<file path="src/rtl/ptw_axi_pkg.sv">
// Shared types and AXI constants for the ITLB page-table-walk read port.
package ptw_axi_pkg;

  typedef enum logic [1:0] {
    ST_IDLE  = 2'd0,
    ST_ADDR  = 2'd1,
    ST_DATA  = 2'd2,
    ST_DRAIN = 2'd3
  } ptw_state_e;

  localparam logic [1:0] AXI_RESP_OKAY   = 2'b00;
  localparam logic [1:0] AXI_RESP_EXOKAY = 2'b01;
  localparam logic [1:0] AXI_RESP_SLVERR = 2'b10;
  localparam logic [1:0] AXI_RESP_DECERR = 2'b11;

  localparam logic [1:0] AXI_BURST_INCR = 2'b01;
  localparam logic [2:0] AXI_SIZE_8B    = 3'b011;
  // Instruction, secure, privileged.
  localparam logic [2:0] PTW_ARPROT     = 3'b101;

  function automatic logic axi_resp_is_err(input logic [1:0] rresp);
    return !((rresp == AXI_RESP_OKAY) || (rresp == AXI_RESP_EXOKAY));
  endfunction

endpackage

</file>
<file path="src/rtl/ptw_rd_watchdog.sv">
// DATA-phase watchdog for the PTW read port; the module body exists only
// when PTW_RD_TIMEOUT_EN is defined.
`ifdef PTW_RD_TIMEOUT_EN
module ptw_rd_watchdog #(
  parameter int TIMEOUT_CYCLES = 1024
) (
  input  logic CLK,
  input  logic RSTN,
  input  logic clr_i,
  input  logic inc_i,
  output logic expired_o
);

  localparam int CW = $clog2(TIMEOUT_CYCLES + 1);
  localparam logic [CW-1:0] LAST = CW'(TIMEOUT_CYCLES - 1);

  logic [CW-1:0] count_q, count_d;

  always_comb begin
    count_d = count_q;
    if (clr_i)      count_d = '0;
    else if (inc_i) count_d = count_q + 1'b1;
  end

  // Fires on the cycle that would make the count reach TIMEOUT_CYCLES.
  assign expired_o = inc_i && (count_q == LAST);

  always_ff @(posedge CLK) begin
    if (!RSTN) count_q <= '0;
    else       count_q <= count_d;
  end

endmodule
`endif

</file>
<file path="src/rtl/ptw_axi_read_port.sv">
// ITLB walker to AXI4 single-beat PTE read bridge.
// Optional DATA-phase timeout with DRAIN state: PTW_RD_TIMEOUT_EN.
//
// state    | meaning
// IDLE     | waiting for a walker request
// ADDR     | AR channel valid, waiting for ARREADY
// DATA     | RREADY high, waiting for the single R beat
// DRAIN    | timed out; swallow the late R beat without responding
module ptw_axi_read_port
  import ptw_axi_pkg::*;
#(
  parameter int ADDR_WIDTH     = 64,
  parameter int DATA_WIDTH     = 64,
  parameter int ID_WIDTH       = 4,
  parameter int AXI_ID         = 0,
  parameter int TIMEOUT_CYCLES = 1024
) (
  input  logic                  CLK,
  input  logic                  RSTN,
  input  logic                  REQ_VALID,
  input  logic [ADDR_WIDTH-1:0] REQ_ADDR,
  input  logic                  ABORT,
  output logic                  BUSY,
  output logic                  RESP_VALID,
  output logic [DATA_WIDTH-1:0] RESP_DATA,
  output logic                  RESP_ERR,
  output logic                  M_ARVALID,
  input  logic                  M_ARREADY,
  output logic [ADDR_WIDTH-1:0] M_ARADDR,
  output logic [ID_WIDTH-1:0]   M_ARID,
  output logic [7:0]            M_ARLEN,
  output logic [2:0]            M_ARSIZE,
  output logic [1:0]            M_ARBURST,
  output logic [2:0]            M_ARPROT,
  input  logic                  M_RVALID,
  output logic                  M_RREADY,
  input  logic [DATA_WIDTH-1:0] M_RDATA,
  input  logic [1:0]            M_RRESP,
  input  logic                  M_RLAST,
  input  logic [ID_WIDTH-1:0]   M_RID
);

  ptw_state_e            state_q, state_d;
  logic [ADDR_WIDTH-1:0] araddr_q, araddr_d;
  logic                  arvalid_q, arvalid_d;
  logic                  rready_q, rready_d;
  logic                  squash_q, squash_d;
  logic                  resp_valid_q, resp_valid_d;
  logic                  resp_err_q, resp_err_d;
  logic [DATA_WIDTH-1:0] resp_data_q, resp_data_d;
  logic                  wd_expired;
  logic                  unused_in;

`ifdef PTW_RD_TIMEOUT_EN
  ptw_rd_watchdog #(.TIMEOUT_CYCLES(TIMEOUT_CYCLES)) u_watchdog (
    .CLK       (CLK),
    .RSTN      (RSTN),
    .clr_i     ((state_q == ST_ADDR) && M_ARREADY),
    .inc_i     ((state_q == ST_DATA) && !M_RVALID),
    .expired_o (wd_expired)
  );
  assign unused_in = ^{M_RID, M_RLAST};
`else
  assign wd_expired = 1'b0;
  assign unused_in  = ^{M_RID, M_RLAST, 32'(TIMEOUT_CYCLES)};
`endif

  always_comb begin
    state_d      = state_q;
    araddr_d     = araddr_q;
    squash_d     = squash_q;
    resp_valid_d = 1'b0;
    resp_err_d   = resp_err_q;
    resp_data_d  = resp_data_q;
    case (state_q)
      ST_IDLE: begin
        squash_d = 1'b0;
        if (REQ_VALID && !ABORT) begin
          if (REQ_ADDR[2:0] == 3'b000) begin
            araddr_d = REQ_ADDR;
            state_d  = ST_ADDR;
          end else begin
            resp_valid_d = 1'b1;
            resp_err_d   = 1'b1;
            resp_data_d  = '0;
          end
        end
      end
      ST_ADDR: begin
        if (ABORT) squash_d = 1'b1;
        if (M_ARREADY) state_d = ST_DATA;
      end
      ST_DATA: begin
        if (ABORT) squash_d = 1'b1;
        if (M_RVALID) begin
          state_d  = ST_IDLE;
          squash_d = 1'b0;
          if (!(squash_q || ABORT)) begin
            resp_valid_d = 1'b1;
            resp_err_d   = axi_resp_is_err(M_RRESP);
            // Zeroed PTE on error so the walker sees pte_v=0.
            resp_data_d  = axi_resp_is_err(M_RRESP) ? '0 : M_RDATA;
          end
        end else if (wd_expired) begin
          state_d = ST_DRAIN;
          if (!(squash_q || ABORT)) begin
            resp_valid_d = 1'b1;
            resp_err_d   = 1'b1;
            resp_data_d  = '0;
          end
        end
      end
      ST_DRAIN: begin
        if (M_RVALID) begin
          state_d  = ST_IDLE;
          squash_d = 1'b0;
        end
      end
      default: state_d = ST_IDLE;
    endcase
    arvalid_d = (state_d == ST_ADDR);
    rready_d  = (state_d == ST_DATA) || (state_d == ST_DRAIN);
  end

  always_ff @(posedge CLK) begin
    if (!RSTN) begin
      state_q      <= ST_IDLE;
      araddr_q     <= '0;
      arvalid_q    <= 1'b0;
      rready_q     <= 1'b0;
      squash_q     <= 1'b0;
      resp_valid_q <= 1'b0;
      resp_err_q   <= 1'b0;
      resp_data_q  <= '0;
    end else begin
      state_q      <= state_d;
      araddr_q     <= araddr_d;
      arvalid_q    <= arvalid_d;
      rready_q     <= rready_d;
      squash_q     <= squash_d;
      resp_valid_q <= resp_valid_d;
      resp_err_q   <= resp_err_d;
      resp_data_q  <= resp_data_d;
    end
  end

  assign BUSY       = (state_q != ST_IDLE);
  assign RESP_VALID = resp_valid_q;
  assign RESP_DATA  = resp_data_q;
  assign RESP_ERR   = resp_err_q;
  assign M_ARVALID  = arvalid_q;
  assign M_ARADDR   = araddr_q;
  assign M_RREADY   = rready_q;
  assign M_ARID     = ID_WIDTH'(AXI_ID);
  assign M_ARLEN    = 8'd0;
  assign M_ARSIZE   = AXI_SIZE_8B;
  assign M_ARBURST  = AXI_BURST_INCR;
  assign M_ARPROT   = PTW_ARPROT;

endmodule

</file>
<file path="config.mk">
export PLATFORM = sky130hd
export DESIGN_NAME = ptw_axi_read_port
export DESIGN_NICKNAME = d
export VERILOG_FILES = /design/src/rtl/ptw_axi_pkg.sv /design/src/rtl/ptw_rd_watchdog.sv /design/src/rtl/ptw_axi_read_port.sv
export SDC_FILE = /design/constraint.sdc
export NUM_CORES = 1
export LEC_CHECK = 0
export CORE_ASPECT_RATIO = 0.7
export CORE_MARGIN = 2
export CORE_UTILIZATION = 28
export CTS_CLUSTER_DIAMETER = 120
export DETAILED_ROUTE_END_ITERATION = 16
export GPL_TIMING_DRIVEN = 0
export PLACE_DENSITY_LB_ADDON = 0.2
export SLEW_MARGIN = 20
export SYNTH_ARGS = -nofsm -noshare
export SYNTH_HDL_FRONTEND = slang
export SYNTH_SLANG_ARGS = --single-unit
</file>
<file path="constraint.sdc">
create_clock -name CLK -period 2.2 [get_ports CLK]
set_input_delay 0.22 -clock CLK [delete_from_list [all_inputs] [get_ports CLK]]
set_output_delay 0.22 -clock CLK [all_outputs]
set_load 0.02 [all_outputs]
</file>
==> results.tsv, run 1 <==
stage	metric	value	unit
outcome	status	completed	
cts	clk buf depth	2	
logic_synthesis	cells after synthesis	634	
worst_setup_path	crit-path max cell delay	0.46	ns
worst_setup_path	reg2reg end	RESP_DATA[35]	
grt	initial antenna violation count	0	
place	dpl ws	-0.00548	ns
place	Port Buffers	266	
sta	Final Skew	0.0102	ns
grt	gr ovfl total	0	
grt	met3 usage	5.41	%
die	Die W	172	µm
cts	Reg clk slew, reported paths	0.06	ns
worst_hold_path	hold path endpoint	M_ARADDR[8]	
worst_hold_path	Hold Crit Start	RSTN	
cts	CTS sink count	135	
grt	largest net degree at the start of global routing	17	
worst_setup_path	R2R cell count	7	
logic_synthesis	synthesized area per cell	8.71	µm²
die	num rows	42	
sta	Setup Viol. Count Final	0	
worst_hold_path	worst hold path cell count	3	
worst_hold_path	HP Class	in -> reg	
die	Core ar.	19100	µm²
die	Die Height	122	µm
pwr	Leak	3.50	nW
cts	Worst-Skew Late Latency	0.41	ns
sta	crit share post-route	91.3	%
sta	min Tclk post-route	2.01	ns
cts	TritonCTS buffer count	17	
worst_setup_path	CP Max Fanout	10	
logic_synthesis	Distinct cells, synth	38	
place	area post-placement	8580	µm²
layout	Antenna diodes	0	
layout	layout cell share with drive strength beyond 1	6.98	%
layout	most common cell after layout, fill and taps aside	clkdlybuf4s50_1	
grt	grt peak-use layer	met2	
cts	CTS tree	built	
die	IO Count	294	
logic_synthesis	Post-synth EDFFs	0	
sta	fin. max-slew vios	0	
worst_setup_path	kind of critical path	reg -> reg	
drt	total number of vias	5431	
layout	commonest cells after routing, fill and taps aside	265 x clkdlybuf4s50_1, 135 x dfxtp_1, 130 x nand2_1	
worst_setup_path	slowest CP cell	or4b_1	
logic_synthesis	Synth Warn #	0	
worst_setup_path	crit path DAT	2.34	ns
logic_synthesis	Primary FF master, synth	dfxtp_1	
layout	non-filler cells, final	1210	
layout	Syn-to-layout area delta	66.0	%
drt	post-route ant nets	0	
place	DP HPWL	13400	µm
sta	Max Fclk	0.498	GHz
sta	setup ws final	0.191	ns
layout	Final nets	1082	
worst_setup_path	WP data required	2.53	ns
sta	setup_tns	0	ns
logic_synthesis	most area-consuming cells after synthesis	dfxtp_1 49%, mux2i_1 12%, nand2_1 8.8%	
worst_setup_path	register-to-register setup slack	0.19	ns
worst_setup_path	reg-to-reg startpoint	state_q[0]	
worst_setup_path	CP Capture Type	register	
die	Starting Density	28.9	%
cts	hold_buf cts	0	
sta	final hold vios	0	
pwr	Worst VDD drop	0.394	mV
logic_synthesis	share of the synthesized area in the top cell type	48.9	%
worst_setup_path	worst path cell trace	inv_1 > ha_1 > or4b_1 > o221ai_2 > buf_6 > buf_8 > mux2i_1	
drt	wire per inst	14.8	µm
cts	Root Driver	clkbuf_16	
drt	TritonRoute pass-1 iters	7	
grt	first-pass GRT wire length	26900	µm
drt	vias per cell	4.49	
drt	DRT Wirelength	17900	µm
worst_setup_path	CP bufs+invs	3	
logic_synthesis	fraction of registers with async set/reset	0	%
cts	CTS H-tree depth	4	
worst_setup_path	CP Launch Type	register	
logic_synthesis	Seq/Total Area, Yosys	48.9	%
drt	First DRT Iteration DRCs	266	
drt	detailed-route DRC error count	0	
logic_synthesis	#FFs+latches synth	135	
grt	gr usage total	16.5	%
place	Placed Instances	1182	
logic_synthesis	Synth Cell Area	5520	µm²
die	die footprint	20900	µm²
layout	post-route design area	9170	µm²
grt	number of global-route vias before repair	5047	
job	Max Cap Viol	0	
logic_synthesis	post-synth top area cell	dfxtp_1	
sta	worst slew pin tran	0.671	ns
sta	unrepaired setup endpoints after global routing	false	
layout	Filler cells	1882	
grt	met2 Resource Use GR	24.8	%
grt	M1 GR Usage	22.5	%
pwr	PwrDens	647	nW/µm²
worst_setup_path	delay-heaviest family, CP	buffers and inverters	
sta	Worst slew margin	55.0	%
place	GPL Wtd Cong	0.779	
==> worst min-delay path: cells and delay by family <==
kind	cells	cell delay, ns
buffers and inverters	2	0.42
AO/OA/AOI/OAI	1	0.06
==> layer usage <==
layer  vias to the layer above  share of wire, %  wire length, µm
li1                       2731                 -                -
met1                      2517                47             8510
met2                       168                44             7870
met3                        15               7.3             1310
met4                         0               1.3              225
met5                         -                 0                0
==> worst max path at each step <==
stage / from / to / slack (ns) / cells past startpoint
6_report: state_q[0] / RESP_DATA[35] / 0.19 / 7
2_1_floorplan: state_q[0] / RESP_DATA[13] / 0.44 / 7
4_1_cts: state_q[0] / BUSY / 0.008 / 4
3_3_place_gp: ABORT / M_ARADDR[48] / -0.0009 / 6
5_1_grt: state_q[0] / RESP_DATA[25] / 0.002 / 7
3_5_place_dp: ABORT / M_ARADDR[48] / -0.005 / 6
==> what timing repair did <==
item / in CTS / in global routing
setup endpoints to repair: 0 / 48
buffers inserted: 0 / 0
resized for setup: 0 / 11
==> final cells by class <==
cell class | instances | area, µm² | area share [%]
flip-flops and latches | 135 | 2700 | 29.5
repair buffers | 266 | 2670 | 29.1
inverters | 5 | 18.8 | 0.205
well taps | 264 | 330 | 3.60
clock buffers | 17 | 425 | 4.64
multi-input cells | 438 | 2450 | 26.7
plain buffers | 73 | 425 | 4.64
clock inverters | 12 | 158 | 1.72
==> where the power goes <==
part	switching [W]	internal (W)	total [W]	leakage, nW
clock network	0.00107	0.00176	0.00283	0.277
registers	0.00000821	0.00246	0.00247	1.09
logic	0.000290	0.000344	0.000634	2.14
==> logic make-up (layout without fill, tap and decap cells) <==
group,count (synthesis),after routing,share of synthesized area (%)
AO/OA/AOI/OAI,133,133,12.5
adder cells (fa/ha/maj),5,5,1.13
buffers and inverters,79,373,8.00
flip-flops,135,135,48.9
multiplexers,64,64,11.6
other,2,20,0.136
AND/OR/NAND/NOR,216,216,17.7
==> cell usage after synthesis, types with 2 or more instances <==
master	count
dfxtp_1	135
nand2_1	130
a21oi_1	64
mux2i_1	64
nand3_1	63
o21ai_1	61
clkbuf_1	40
buf_4	21
buf_1	5
buf_8	5
ha_1	5
inv_1	4
nor2b_1	4
and3_1	3
and3b_1	2
and4b_1	2
buf_2	2
conb_1	2
nand3b_1	2
nor2_1	2
==> flip-flops by register name, summed over array words and instances (netlist names) <==
register and flops:
M_ARADDR 64, RESP_DATA 64, state_q 2, M_ARVALID 1, M_RREADY 1, RESP_ERR 1, RESP_VALID 1, squash_q 1
==> through the flow <==
stage	total power, W	hold slack (ns)	utilization, %
2_1_floorplan	0.00281	0.359	-
3_3_place_gp	0.00316	0.444	44.9
3_5_place_dp	0.00315	0.452	44.9
4_1_cts	0.00603	0.334	47.9
5_1_grt	0.00617	0.342	48.0
6_report	0.00594	0.346	48.0
Power figures use the tool's default switching activity.
==> inputs of run 2 (changes only) <==
Settings changed: GPL_ROUTABILITY_DRIVEN set to 1.
==> results of run 2 <==
Same layout as run 1: the final DEF is identical, and so are final timing and power.
